<file path="src/rtl/tile_sched.sv">
// tile_sched: frame-level tile scheduler for the tile renderer.
//
// Walks the screen in raster order, one tile at a time. For each tile it clears a tile
// buffer, rasterizes into it and hands it to the tile writer. Two buffers alternate, so
// the next tile is cleared and rasterized while the previous one is written back.
//
// Ports:
//   clk, reset            clock, synchronous active-high reset
//   frame_start_i         pulse: render one frame (ignored while frame_busy_o)
//   frame_busy_o          high from the accepted frame_start_i until frame_done_o
//   frame_done_o          pulse after the last tile has been written back
//   clr_start_o/clr_buf_o, clr_done_i                  clear engine handshake
//   rast_start_o/rast_buf_o/rast_px_o/rast_py_o, rast_done_i  rasterizer handshake
//   wb_start_o/wb_buf_o/wb_px_o/wb_py_o, wb_done_i      tile writer handshake
// All outputs are registered. Index and coordinate outputs hold from a start pulse until
// the matching done pulse.
module tile_sched #(
  parameter int unsigned TILES_X    = 20,
  parameter int unsigned TILES_Y    = 15,
  parameter int unsigned TILE_SHIFT = 5
) (
  input  logic        clk,
  input  logic        reset,
  input  logic        frame_start_i,
  output logic        frame_busy_o,
  output logic        frame_done_o,
  output logic        clr_start_o,
  output logic        clr_buf_o,
  input  logic        clr_done_i,
  output logic        rast_start_o,
  output logic        rast_buf_o,
  output logic [15:0] rast_px_o,
  output logic [15:0] rast_py_o,
  input  logic        rast_done_i,
  output logic        wb_start_o,
  output logic        wb_buf_o,
  output logic [15:0] wb_px_o,
  output logic [15:0] wb_py_o,
  input  logic        wb_done_i
);

  localparam logic [15:0] NumTiles = 16'(TILES_X * TILES_Y);
  localparam logic [15:0] LastTx   = 16'(TILES_X - 1);
  localparam logic [15:0] LastTy   = 16'(TILES_Y - 1);

  typedef enum logic [1:0] {RIdle, RWait, RClear, RRast} r_state_e;
  typedef enum logic {WIdle, WBusy} w_state_e;

  r_state_e         r_state_q, r_state_d;
  w_state_e         w_state_q, w_state_d;
  logic             frame_busy_q, frame_busy_d;
  logic             frame_done_q, frame_done_d;
  logic             clr_start_q, clr_start_d;
  logic             clr_buf_q, clr_buf_d;
  logic             rast_start_q, rast_start_d;
  logic             rast_buf_q, rast_buf_d;
  logic [15:0]      rast_px_q, rast_px_d;
  logic [15:0]      rast_py_q, rast_py_d;
  logic             wb_start_q, wb_start_d;
  logic             wb_buf_q, wb_buf_d;
  logic [15:0]      wb_px_q, wb_px_d;
  logic [15:0]      wb_py_q, wb_py_d;
  logic [1:0]       full_q, full_d;
  logic [1:0][15:0] px_q, px_d;
  logic [1:0][15:0] py_q, py_d;
  logic             rb_q, rb_d;
  logic             wbp_q, wbp_d;
  logic [15:0]      tx_q, tx_d;
  logic [15:0]      ty_q, ty_d;
  logic [15:0]      tiles_left_q, tiles_left_d;

  always_comb begin
    r_state_d    = r_state_q;
    w_state_d    = w_state_q;
    frame_busy_d = frame_busy_q;
    frame_done_d = 1'b0;
    clr_start_d  = 1'b0;
    clr_buf_d    = clr_buf_q;
    rast_start_d = 1'b0;
    rast_buf_d   = rast_buf_q;
    rast_px_d    = rast_px_q;
    rast_py_d    = rast_py_q;
    wb_start_d   = 1'b0;
    wb_buf_d     = wb_buf_q;
    wb_px_d      = wb_px_q;
    wb_py_d      = wb_py_q;
    full_d       = full_q;
    px_d         = px_q;
    py_d         = py_q;
    rb_d         = rb_q;
    wbp_d        = wbp_q;
    tx_d         = tx_q;
    ty_d         = ty_q;
    tiles_left_d = tiles_left_q;

    // Render side: clear -> rasterize, one tile at a time.
    unique case (r_state_q)
      RIdle: begin
        // The render side may already be idle while the last tiles drain; a new frame is
        // only taken once the whole previous frame has been written back.
        if (frame_start_i && !frame_busy_q) begin
          frame_busy_d = 1'b1;
          tx_d         = '0;
          ty_d         = '0;
          rb_d         = 1'b0;
          wbp_d        = 1'b0;
          full_d       = '0;
          tiles_left_d = NumTiles;
          // Both buffers are free on a fresh frame, so the first clear goes out at once.
          clr_start_d  = 1'b1;
          clr_buf_d    = 1'b0;
          r_state_d    = RClear;
        end
      end
      RWait: begin
        if (!full_q[rb_q]) begin
          clr_start_d = 1'b1;
          clr_buf_d   = rb_q;
          r_state_d   = RClear;
        end
      end
      RClear: begin
        if (clr_done_i) begin
          rast_start_d = 1'b1;
          rast_buf_d   = rb_q;
          rast_px_d    = tx_q << TILE_SHIFT;
          rast_py_d    = ty_q << TILE_SHIFT;
          r_state_d    = RRast;
        end
      end
      RRast: begin
        if (rast_done_i) begin
          full_d[rb_q] = 1'b1;
          px_d[rb_q]   = rast_px_q;
          py_d[rb_q]   = rast_py_q;
          rb_d         = ~rb_q;
          if (tx_q == LastTx) begin
            tx_d = '0;
            ty_d = ty_q + 16'd1;
          end else begin
            tx_d = tx_q + 16'd1;
          end
          r_state_d = (tx_q == LastTx && ty_q == LastTy) ? RIdle : RWait;
        end
      end
      default: r_state_d = RIdle;
    endcase

    // Writeback side: drains full buffers in the order they were filled. It never
    // touches the buffer the render side is filling, so the two full_d updates below
    // and above always hit different bits.
    unique case (w_state_q)
      WIdle: begin
        if (frame_busy_q && full_q[wbp_q]) begin
          wb_start_d = 1'b1;
          wb_buf_d   = wbp_q;
          wb_px_d    = px_q[wbp_q];
          wb_py_d    = py_q[wbp_q];
          w_state_d  = WBusy;
        end
      end
      WBusy: begin
        if (wb_done_i) begin
          full_d[wbp_q] = 1'b0;
          wbp_d         = ~wbp_q;
          tiles_left_d  = tiles_left_q - 16'd1;
          if (tiles_left_q == 16'd1) begin
            frame_done_d = 1'b1;
            frame_busy_d = 1'b0;
          end
          w_state_d = WIdle;
        end
      end
      default: w_state_d = WIdle;
    endcase
  end

  always_ff @(posedge clk) begin
    if (reset) begin
      r_state_q    <= RIdle;
      w_state_q    <= WIdle;
      frame_busy_q <= 1'b0;
      frame_done_q <= 1'b0;
      clr_start_q  <= 1'b0;
      clr_buf_q    <= 1'b0;
      rast_start_q <= 1'b0;
      rast_buf_q   <= 1'b0;
      rast_px_q    <= '0;
      rast_py_q    <= '0;
      wb_start_q   <= 1'b0;
      wb_buf_q     <= 1'b0;
      wb_px_q      <= '0;
      wb_py_q      <= '0;
      full_q       <= '0;
      px_q         <= '0;
      py_q         <= '0;
      rb_q         <= 1'b0;
      wbp_q        <= 1'b0;
      tx_q         <= '0;
      ty_q         <= '0;
      tiles_left_q <= '0;
    end else begin
      r_state_q    <= r_state_d;
      w_state_q    <= w_state_d;
      frame_busy_q <= frame_busy_d;
      frame_done_q <= frame_done_d;
      clr_start_q  <= clr_start_d;
      clr_buf_q    <= clr_buf_d;
      rast_start_q <= rast_start_d;
      rast_buf_q   <= rast_buf_d;
      rast_px_q    <= rast_px_d;
      rast_py_q    <= rast_py_d;
      wb_start_q   <= wb_start_d;
      wb_buf_q     <= wb_buf_d;
      wb_px_q      <= wb_px_d;
      wb_py_q      <= wb_py_d;
      full_q       <= full_d;
      px_q         <= px_d;
      py_q         <= py_d;
      rb_q         <= rb_d;
      wbp_q        <= wbp_d;
      tx_q         <= tx_d;
      ty_q         <= ty_d;
      tiles_left_q <= tiles_left_d;
    end
  end

  assign frame_busy_o = frame_busy_q;
  assign frame_done_o = frame_done_q;
  assign clr_start_o  = clr_start_q;
  assign clr_buf_o    = clr_buf_q;
  assign rast_start_o = rast_start_q;
  assign rast_buf_o   = rast_buf_q;
  assign rast_px_o    = rast_px_q;
  assign rast_py_o    = rast_py_q;
  assign wb_start_o   = wb_start_q;
  assign wb_buf_o     = wb_buf_q;
  assign wb_px_o      = wb_px_q;
  assign wb_py_o      = wb_py_q;

endmodule

</file>
<file path="config.mk">
export PLATFORM = sky130hd
export DESIGN_NAME = tile_sched
export DESIGN_NICKNAME = d
export VERILOG_FILES = /design/src/rtl/tile_sched.sv
export SDC_FILE = /design/constraint.sdc
export NUM_CORES = 1
export LEC_CHECK = 0
export CAP_MARGIN = 15
export CORE_MARGIN = 10
export CORE_UTILIZATION = 40
export CTS_BUF_LIST = sky130_fd_sc_hd__clkbuf_2 sky130_fd_sc_hd__clkbuf_4 sky130_fd_sc_hd__clkbuf_8
export CTS_CLUSTER_SIZE = 20
export DETAILED_ROUTE_END_ITERATION = 6
export GPL_TIMING_DRIVEN = 0
export SLEW_MARGIN = 20
export SYNTH_ARGS = -nofsm -noshare
export SYNTH_HDL_FRONTEND = slang
export SYNTH_SLANG_ARGS = --single-unit
</file>
<file path="constraint.sdc">
create_clock -name clk -period 1.8 [get_ports clk]
set_clock_uncertainty 0.05 [all_clocks]
set_input_delay 0.54 -clock clk [delete_from_list [all_inputs] [get_ports clk]]
set_output_delay 0.54 -clock clk [all_outputs]
set_load 0.01 [all_outputs]
</file>
==> results_dict.tcl, run 1 <==
set metrics [dict create \
    yosysWarnings 0 \
    io_pins 78 \
    dp_hpwl_um 13370 \
    drt_iter0_markers 402 \
    avgSynthCellArea_um2 8.287 \
    maxSlewHeadroom_pct 52.71 \
    slowest_delay_ps 430 \
    status "finished, violations left" \
    violations "setup timing" \
    cts.clk_slew.worst_paths_ps 80 \
    rsz0062_at_grt "true" \
    place_congestion 0.8558 \
    die-area_um2 22030 \
    areaGrowthSynthToFinish_pct 35.20 \
    path_delay_family "simple AND/OR/NAND/NOR gates" \
    drt-vias-per-instance 5.221 \
    worstPathMaxFanout 7 \
    hold_viol_final 0 \
    period_needed_ps 1958 \
    rows 46 \
    cap_violations 0 \
    fin_ws_ps -157.7 \
    syn_inst 796 \
    clk_latency_ps 460 \
    p_leak_uw 0.003303 \
    grt_max_degree 17 \
    initial_core_util_pct 41.23 \
    p_sw_share_pct 31.41 \
    grt.total_usage_pct 17.42 \
    power_density_nw_per_um2 1014 \
    grt-ovfl-total 0 \
    ys_ff_latch 151 \
    nNetsFinal 952 \
    pwr-share-clk_pct 33.1 \
    worst_pin_slew_ps 709.3 \
    postRouteAntennaNets 0 \
    place_area_um2 7592 \
    cts-root-buf "clkbuf_8" \
    drc_errors 0 \
    synth_cell_types 55 \
    cts.sinks 151 \
    endpoint_kind "flop" \
    first_global_vias 5594 \
    dp_cells 1088 \
    antenna_found_initial 0 \
    synth_async_sr_flop_share_pct 0 \
    antenna_cells 0 \
    cp_data_required_time_ps 2140 \
    numCtsBuffers 17 \
    instances_no_fill 1165 \
    core_area_um2 16000 \
    p_total_uw 9041 \
    grt_pass1_wl_um 30780 \
    port_buffers 57 \
    p_int_uw 6201 \
    post_drt_wl_per_cell_um 16.83 \
    fin_crit_sh_pct 108.8 \
    synth_area_um2 6596 \
    cts_buffer_depth 2 \
    final_cell_area_um2 8919 \
    cts_tree "done" \
    p_comb_share_pct 27.9 \
    h-tree-depth 4 \
    holdCritPathClass "reg -> reg" \
    ys.flop_type "dfxtp_1" \
    die_h_um 148.4 \
    finalSetupViolations 23 \
    seq_power_share_pct 39.1 \
    drive_above_1_share_pct 25.71 \
    finalSetupTns_ps -1296 \
    timing.fmax_ghz 0.5108 \
    crit_path_top_delay_cell "or4_1" \
    dr.pass1.iters 5 \
    drv_slew 0 \
    die_x_um 148.4 \
    ys_seq_area_share_pct 45.83 \
    crit_buf_inv 1 \
    arrival_ps 2300 \
    synth_edf_count 0 \
    start_kind "flop" \
    wirelength_um 19610 \
    p_switching_uw 2840 \
    ir_drop_uv 603.6 \
    path_cells "ha_4, and4bb_2, and4_1, buf_6, o21ai_4, or4_1, a21oi_1" \
    vias 6083 \
    worstSetupPathType "reg -> reg" \
]
==> per-layer routing <==
| metal | GRT usage [%] | up-vias | wire [um] | part of all wire (%) |
|---|---|---|---|---|
| li1 | - | 3011 | - | - |
| met2 | 27.29 | 176 | 9131 | 47 |
| met5 | 0 | - | 0 | 0 |
| met3 | 4.642 | 38 | 1029 | 5.2 |
| met4 | 5.699 | 0 | 379 | 1.9 |
| met1 | 22.73 | 2858 | 9071 | 46 |
==> cell type report <==
| class | count | area (um2) |
|---|---|---|
| tap | 216 | 270.3 |
| inverter | 11 | 47.55 |
| clock buffer | 20 | 275.3 |
| clock inverter | 12 | 186.4 |
| buffer | 62 | 447.9 |
| multi-input combinational | 589 | 3696 |
| fill | 1533 | 7082 |
| sequential | 151 | 3095 |
| timing repair buffer | 104 | 899.6 |
==> tightest hold or removal path, delay by kind of cell (launching register included) <==
| kind | cells | cell delay (ps) |
|---|---|---|
| flops | 1 | 310 |
| compound gates | 1 | 50 |
| simple gates | 1 | 50 |
==> kinds of logic (layout without fill, tap and decap cells) <==
group | count (synthesis) | in the layout | share of synthesized area, %
flip-flops | 151 | 151 | 45.83
buffers and inverters | 77 | 209 | 5.653
XOR/XNOR | 15 | 15 | 1.992
other | 1 | 20 | 0.05685
adder cells (fa/ha/maj) | 10 | 10 | 1.897
multiplexers | 31 | 31 | 4.742
AO/OA/AOI/OAI | 161 | 161 | 14.93
AND/OR/NAND/NOR | 350 | 352 | 24.90
==> state kept, by name, summed over array words and instances, names as in the netlist, 2 cells and up <==
register,cells
full_q,2
px_q,22
py_q,22
r_state_q,2
rast_px_o,11
rast_py_o,11
tiles_left_q,16
tx_q,16
ty_q,16
wb_px_o,11
wb_py_o,11
==> placed cells by master (no fill, tap or decap), drive strengths merged, types with 4 or more instances in the layout <==
cell         count
dfxtp          151
and3             8
bufinv           4
o31ai            4
or4             10
a21oi           93
or3              7
clkbuf          43
mux2i           29
buf             86
o21ai            8
or2              5
ha              10
nand2          167
conb            20
nor3            20
nor2            65
dlygate4sd2     52
xor2             6
nand3           20
a31oi            5
nor2b            5
and2             5
xnor2            9
inv             14
nand2b           7
a211oi          30
nor4             8
and4             4
nand4           11
==> cells in the mapped netlist (all sizes together), types with 5 or more instances <==
library cell    n  area share (%)
nor4            8             1.0
or4            10             1.2
buf            34             3.2
mux2i          29             4.4
nor2b           5            0.47
o21ai           8            0.78
or2             5            0.47
and3            8            0.76
xor2            6            0.80
clkbuf         32             1.8
ha             10             1.9
inv            11            0.63
nand3          20             1.5
nand4          10             1.0
a21oi          93             7.1
dfxtp         151              46
a211oi         30             3.4
nand2b          7            0.66
nor3           20             1.5
nor2           64             3.6
a31oi           5            0.47
nand2         167             9.5
xnor2           9             1.2
or3             7            0.66
and2            5            0.47
==> final timing paths <==
kind / startpoint / to / slack [ps] / depth (start not counted)
worst max-delay path: tx_q[1] / ty_q[14] / -160 / 7
worst min-delay path: px_q[5] / px_q[5] / 410 / 2
worst max register to register: tx_q[1] / ty_q[14] / -160 / 7
worst min register to register: px_q[5] / px_q[5] / 410 / 2
==> power groups by stage <==
stage / sequential, uW / combinational [uW] / clock, uW
floorplan: 3580 / 1080 / 0
global placement: 3590 / 1610 / 0
finish: 3530 / 2520 / 2990
CTS: 3530 / 2100 / 3040
detailed placement: 3590 / 1610 / 0
global route: 3550 / 2670 / 3180
==> stage by stage <==
stage | setup slack, ps | utilization, % | hold slack [ps]
after floorplan | -72.21 | - | 385.7
after global placement | -1049 | 47.45 | 390.7
after detailed placement | -1082 | 47.45 | 396.1
after CTS | -115.5 | 53.67 | 407.7
after global routing | -255.3 | 55.74 | 422.8
final | -157.7 | 55.74 | 407.5
==> timing repair <==
action | CTS | global route
setup endpoints to repair | 196 | 133
hold buffers | 0 | 0
gates resized for setup | 165 | 80
buffers inserted | 36 | 10
gates cloned | 1 | 2
pin swaps | 15 | 34
Note: power is estimated with default switching activity, not from simulation.
==> run 2: changes to the inputs <==
Clock period 1.8 ns to 1.9 ns, I/O delays scaled along.
==> results_dict.tcl, run 2 (same netlist as run 1, synthesis figures left out) <==
set metrics [dict create \
    p_leak_uw 0.003198 \
    postCtsHoldBufs 0 \
    cts_buffer_depth 2 \
    vias 5981 \
    cp_data_required_time_ps 2240 \
    postRouteAntennaNets 0 \
    period_needed_ps 1947 \
    layout_common_cells "nand2_1, dfxtp_1, a21oi_1" \
    antenna_cells 0 \
    wirelength_um 19240 \
    initial_core_util_pct 41.23 \
    numCtsBuffers 17 \
    p_sw_share_pct 32.89 \
    worst_pin_slew_ps 785.0 \
    antenna_found_initial 0 \
    endpoint_kind "flop" \
    p_int_uw 5329 \
    finalSetupViolations 2 \
    timing.fmax_ghz 0.5136 \
    ir_drop_uv 461.4 \
    holdCritPathClass "reg -> reg" \
    cts.sinks 151 \
    pwr-share-clk_pct 31.6 \
    path_delay_family "simple AND/OR/NAND/NOR gates" \
    final_cell_area_um2 8626 \
    n_fill_cell 1574 \
    maxSlewHeadroom_pct 47.66 \
    post_drt_wl_per_cell_um 16.61 \
    crit_buf_inv 0 \
    drt_iter0_markers 329 \
    drive_above_1_share_pct 21.76 \
    p_total_uw 7941 \
    start_kind "flop" \
    fin_crit_sh_pct 102.5 \
    slowest_delay_ps 400 \
    rsz0062_at_grt "true" \
    arrival_ps 2290 \
    first_global_vias 5463 \
    status "finished, violations left" \
    crit_path_top_delay_cell "or3_4" \
    grt-ovfl-total 0 \
    final_common_cell "nand2_1" \
    drt-vias-per-instance 5.165 \
    h-tree-depth 4 \
    path_cells "ha_4, nand2b_4, a22o_4, or3_4, or3_1, a21oi_2" \
    violations "setup timing" \
    core_area_um2 16000 \
    die_h_um 148.4 \
    place_congestion 0.8433 \
    cap_violations 0 \
    worstSetupPathType "reg -> reg" \
    power_density_nw_per_um2 920.6 \
    regArea_um2 3074 \
    cts.clk_slew.worst_paths_ps 90 \
    seq_power_share_pct 42.1 \
    die-area_um2 22030 \
    post-place-ws_ps -1011 \
    place_area_um2 7521 \
    cts-root-buf "clkbuf_8" \
    p_switching_uw 2612 \
    multi_input_area_um2 3618 \
    fin_util_pct 53.91 \
    die_x_um 148.4 \
    io_pins 78 \
    nNetsFinal 945 \
    finalSetupTns_ps -74.24 \
    areaGrowthSynthToFinish_pct 30.77 \
    port_buffers 57 \
    cts_tree "done" \
    dp_hpwl_um 13320 \
    dr.pass1.iters 5 \
    clk_latency_ps 460 \
    hold_viol_final 0 \
    rows 46 \
    fin_ws_ps -47.21 \
    drv_slew 0 \
    grt.total_usage_pct 16.81 \
    p_comb_share_pct 26.3 \
    drc_errors 0 \
    grt_max_degree 17 \
    top_regs "px_q: 22 flops, py_q: 22 flops" \
    grt_pass1_wl_um 29810 \
    worstPathMaxFanout 6 \
]
run 2: cell count changes in the layout (fill, tap and decap cells not counted), sizes merged:
cell	previous run	this run
clkbuf	43	48
dlygate4sd2	52	54
bufinv	4	2
buf	86	74
nor2	65	64
inv	14	13
clkdlybuf4s15	3	0
clkinv	2	4
dlymetal6s2s	0	1
clkinvlp	3	5
run 2: final timing paths:
check / from / cells after the start / slack (ps) / end
min reg2reg: rast_buf_o / 2 / 400 / rast_buf_o
max: r_state_q[0] / 6 / -50 / tx_q[7]
max reg2reg: r_state_q[0] / 6 / -50 / tx_q[7]
min: rast_buf_o / 2 / 400 / rast_buf_o
run 2: repair_timing:
item / in CTS / in global routing
gates resized for setup: 136 / 67
setup buffers: 21 / 18
gates cloned: 1 / 0
pin swaps: 19 / 26
hold endpoints to repair: 0 / 0
setup endpoints to repair: 183 / 82
run 2: area by class of cell:
cell class	instances	share of cell area, %
timing repair buffer	95	9.254
sequential	151	35.64
inverter	11	0.5512
multi-input combinational	588	41.95
clock buffer	19	2.959
tap	216	3.133
clock inverter	13	1.697
buffer	65	4.816
run 2: worst register-to-register path, stage by stage, from the launching register on:
cell      delay (ps)
dfxtp_4          370
ha_4             190
nand2b_4         150
a22o_4           260
or3_4            400
or3_1            330
a21oi_2          110
run 2: power by group through the flow:
stage	Combinational (uW)	Clock [uW]	Sequential, uW
after floorplan	938	0	3390
after detailed placement	1420	0	3400
final	2090	2510	3340
after global routing	2230	2690	3350
after CTS	1820	2560	3340
after global placement	1420	0	3390
run 2: through the flow:
| step | hold WS (ps) | instances |
|---|---|---|
| 2_1_floorplan | 385.7 | 815 |
| 3_3_place_gp | 391.5 | 1088 |
| 6_report | 404.2 | 1158 |
| 3_5_place_dp | 396.1 | 1088 |
| 5_1_grt | 424.9 | 1158 |
| 4_1_cts | 407.2 | 1141 |
run 2: per-layer routing:
metal	track usage (%)	wire length, um	up-vias
li1	-	-	3006
met1	21.98	9162	2829
met2	26.21	8908	115
met3	3.792	774	31
met4	6.789	392	0
met5	0	0	-
==> run 3: changes to the inputs <==
Settings changed: CORE_ASPECT_RATIO set to 1.25.
==> results_dict.tcl, run 3 (same netlist as run 1, synthesis figures left out) <==
set metrics [dict create \
    status "finished, violations left" \
    violations "setup timing" \
    cp_data_required_time_ps 2250 \
    die-area_um2 22060 \
    port_buffers 57 \
    rows 52 \
    drt-vias-per-instance 5.218 \
    start_kind "flop" \
    drive_above_1_share_pct 21.67 \
    dp_hpwl_um 13330 \
    holdCritPathClass "reg -> reg" \
    seq_power_share_pct 42.3 \
    place_congestion 0.8857 \
    post_drt_wl_per_cell_um 16.63 \
    clk_latency_ps 460 \
    fin_ws_ps -105.1 \
    power_density_nw_per_um2 926.5 \
    post-place-ws_ps -985.2 \
    antenna_cells 0 \
    vias 5990 \
    h-tree-depth 4 \
    final_common_cell "nand2_1" \
    period_needed_ps 2005 \
    worst_pin_slew_ps 753.3 \
    antenna_found_initial 0 \
    wirelength_um 19090 \
    drt_iter0_markers 443 \
    io_pins 78 \
    fin_crit_sh_pct 105.5 \
    p_leak_uw 0.003179 \
    cts_buffer_depth 2 \
    grt_pass1_wl_um 30500 \
    ir_drop_uv 483.2 \
    arrival_ps 2350 \
    r2r-start "tx_q[0]" \
    finalSetupViolations 10 \
    numCtsBuffers 17 \
    core_area_um2 16200 \
    die_h_um 163.6 \
    p_int_uw 5365 \
    drc_errors 0 \
    die_x_um 134.9 \
    path_cells "ha_4, and4bb_2, and4_1, buf_6, o21ai_4, or4_4, a21oi_2" \
    nNetsFinal 936 \
    grt-ovfl-total 0 \
    rsz0062_at_grt "true" \
    cap_violations 0 \
    cts.clk_slew.worst_paths_ps 80 \
    cts.sinks 151 \
    cts-root-buf "clkbuf_8" \
    cp-startpoint "tx_q[0]" \
    drv_slew 0 \
    worstSetupPathType "reg -> reg" \
    dp_cells 1088 \
    p_switching_uw 2531 \
    dr.pass1.iters 5 \
    cts_tree "done" \
    instances_no_fill 1148 \
    worstPathMaxFanout 7 \
    maxSlewHeadroom_pct 49.78 \
    final_cell_area_um2 8522 \
    place_area_um2 7521 \
    pwr-share-clk_pct 30.9 \
    hold_viol_final 0 \
    timing.fmax_ghz 0.4987 \
    p_sw_share_pct 32.05 \
    postRouteAntennaNets 0 \
    slowest_delay_ps 530 \
    grt.total_usage_pct 17.24 \
    first_global_vias 5647 \
    top_regs "px_q: 22 flops, py_q: 22 flops" \
    areaGrowthSynthToFinish_pct 29.19 \
    crit_path_top_delay_cell "or4_4" \
    worstHoldStart "px_q[29]" \
    grt_max_degree 17 \
    initial_core_util_pct 40.72 \
    p_comb_share_pct 26.8 \
    endpoint_kind "flop" \
    layout_common_cells "nand2_1, dfxtp_1, a21oi_1" \
    fin_util_pct 52.60 \
]
-- run 3: worst paths after layout --
path,endpoint,slack [ps],cells after the start
worst max register to register,ty_q[12],-110,7
worst min-delay path,px_q[29],410,2
worst min register to register,px_q[29],410,2
worst max-delay path,ty_q[12],-110,7
-- run 3: metal layers --
layer	up-vias	global-route usage (%)	wire length [um]
met4	0	7.334	466
met5	-	0	0
li1	2984	-	-
met3	38	4.518	1021
met1	2811	21.33	8521
met2	157	27.66	9083
-- run 3: layout make-up --
cell class	instances	area, um2
Fill cell	1544	7679
Multi-Input combinational cell	587	3572
Sequential cell	151	3077
Timing Repair Buffer	88	758.2
Buffer	64	407.9
Tap cell	216	270.3
Clock buffer	19	261.5
Clock inverter	12	127.6
Inverter	11	47.55
-- run 3: power by group through the flow --
stage | clock network (uW) | logic [uW] | registers, uW
global placement | 0 | 1410 | 3390
floorplan | 0 | 938 | 3390
detailed placement | 0 | 1410 | 3400
finish | 2440 | 2120 | 3340
global route | 2640 | 2280 | 3350
CTS | 2490 | 1920 | 3320
-- run 3: timing repair --
action | CTS | global route
pin swaps | 19 | 22
hold buffers | 0 | 0
buffers inserted | 17 | 13
resized for setup | 140 | 59
gates cloned | 1 | 0
endpoints found under the setup margin | 182 | 101
-- run 3: critical path, delay by kind of cell, from the launching register on --
| family | cells | cell delay [ps] |
|---|---|---|
| fa+ha+maj | 1 | 130 |
| compound gates | 2 | 220 |
| buf+inv | 1 | 140 |
| flops | 1 | 360 |
| simple gates | 3 | 1050 |
-- run 3: through the flow --
stage	power, uW	hold WS, ps	TNS (ps)
2_1_floorplan	4326	385.7	-57.19
3_3_place_gp	4804	390.8	-104980
3_5_place_dp	4807	397.1	-105900
4_1_cts	7724	408.2	-231.4
5_1_grt	8268	424.3	-1456
6_report	7895	406.9	-428.5
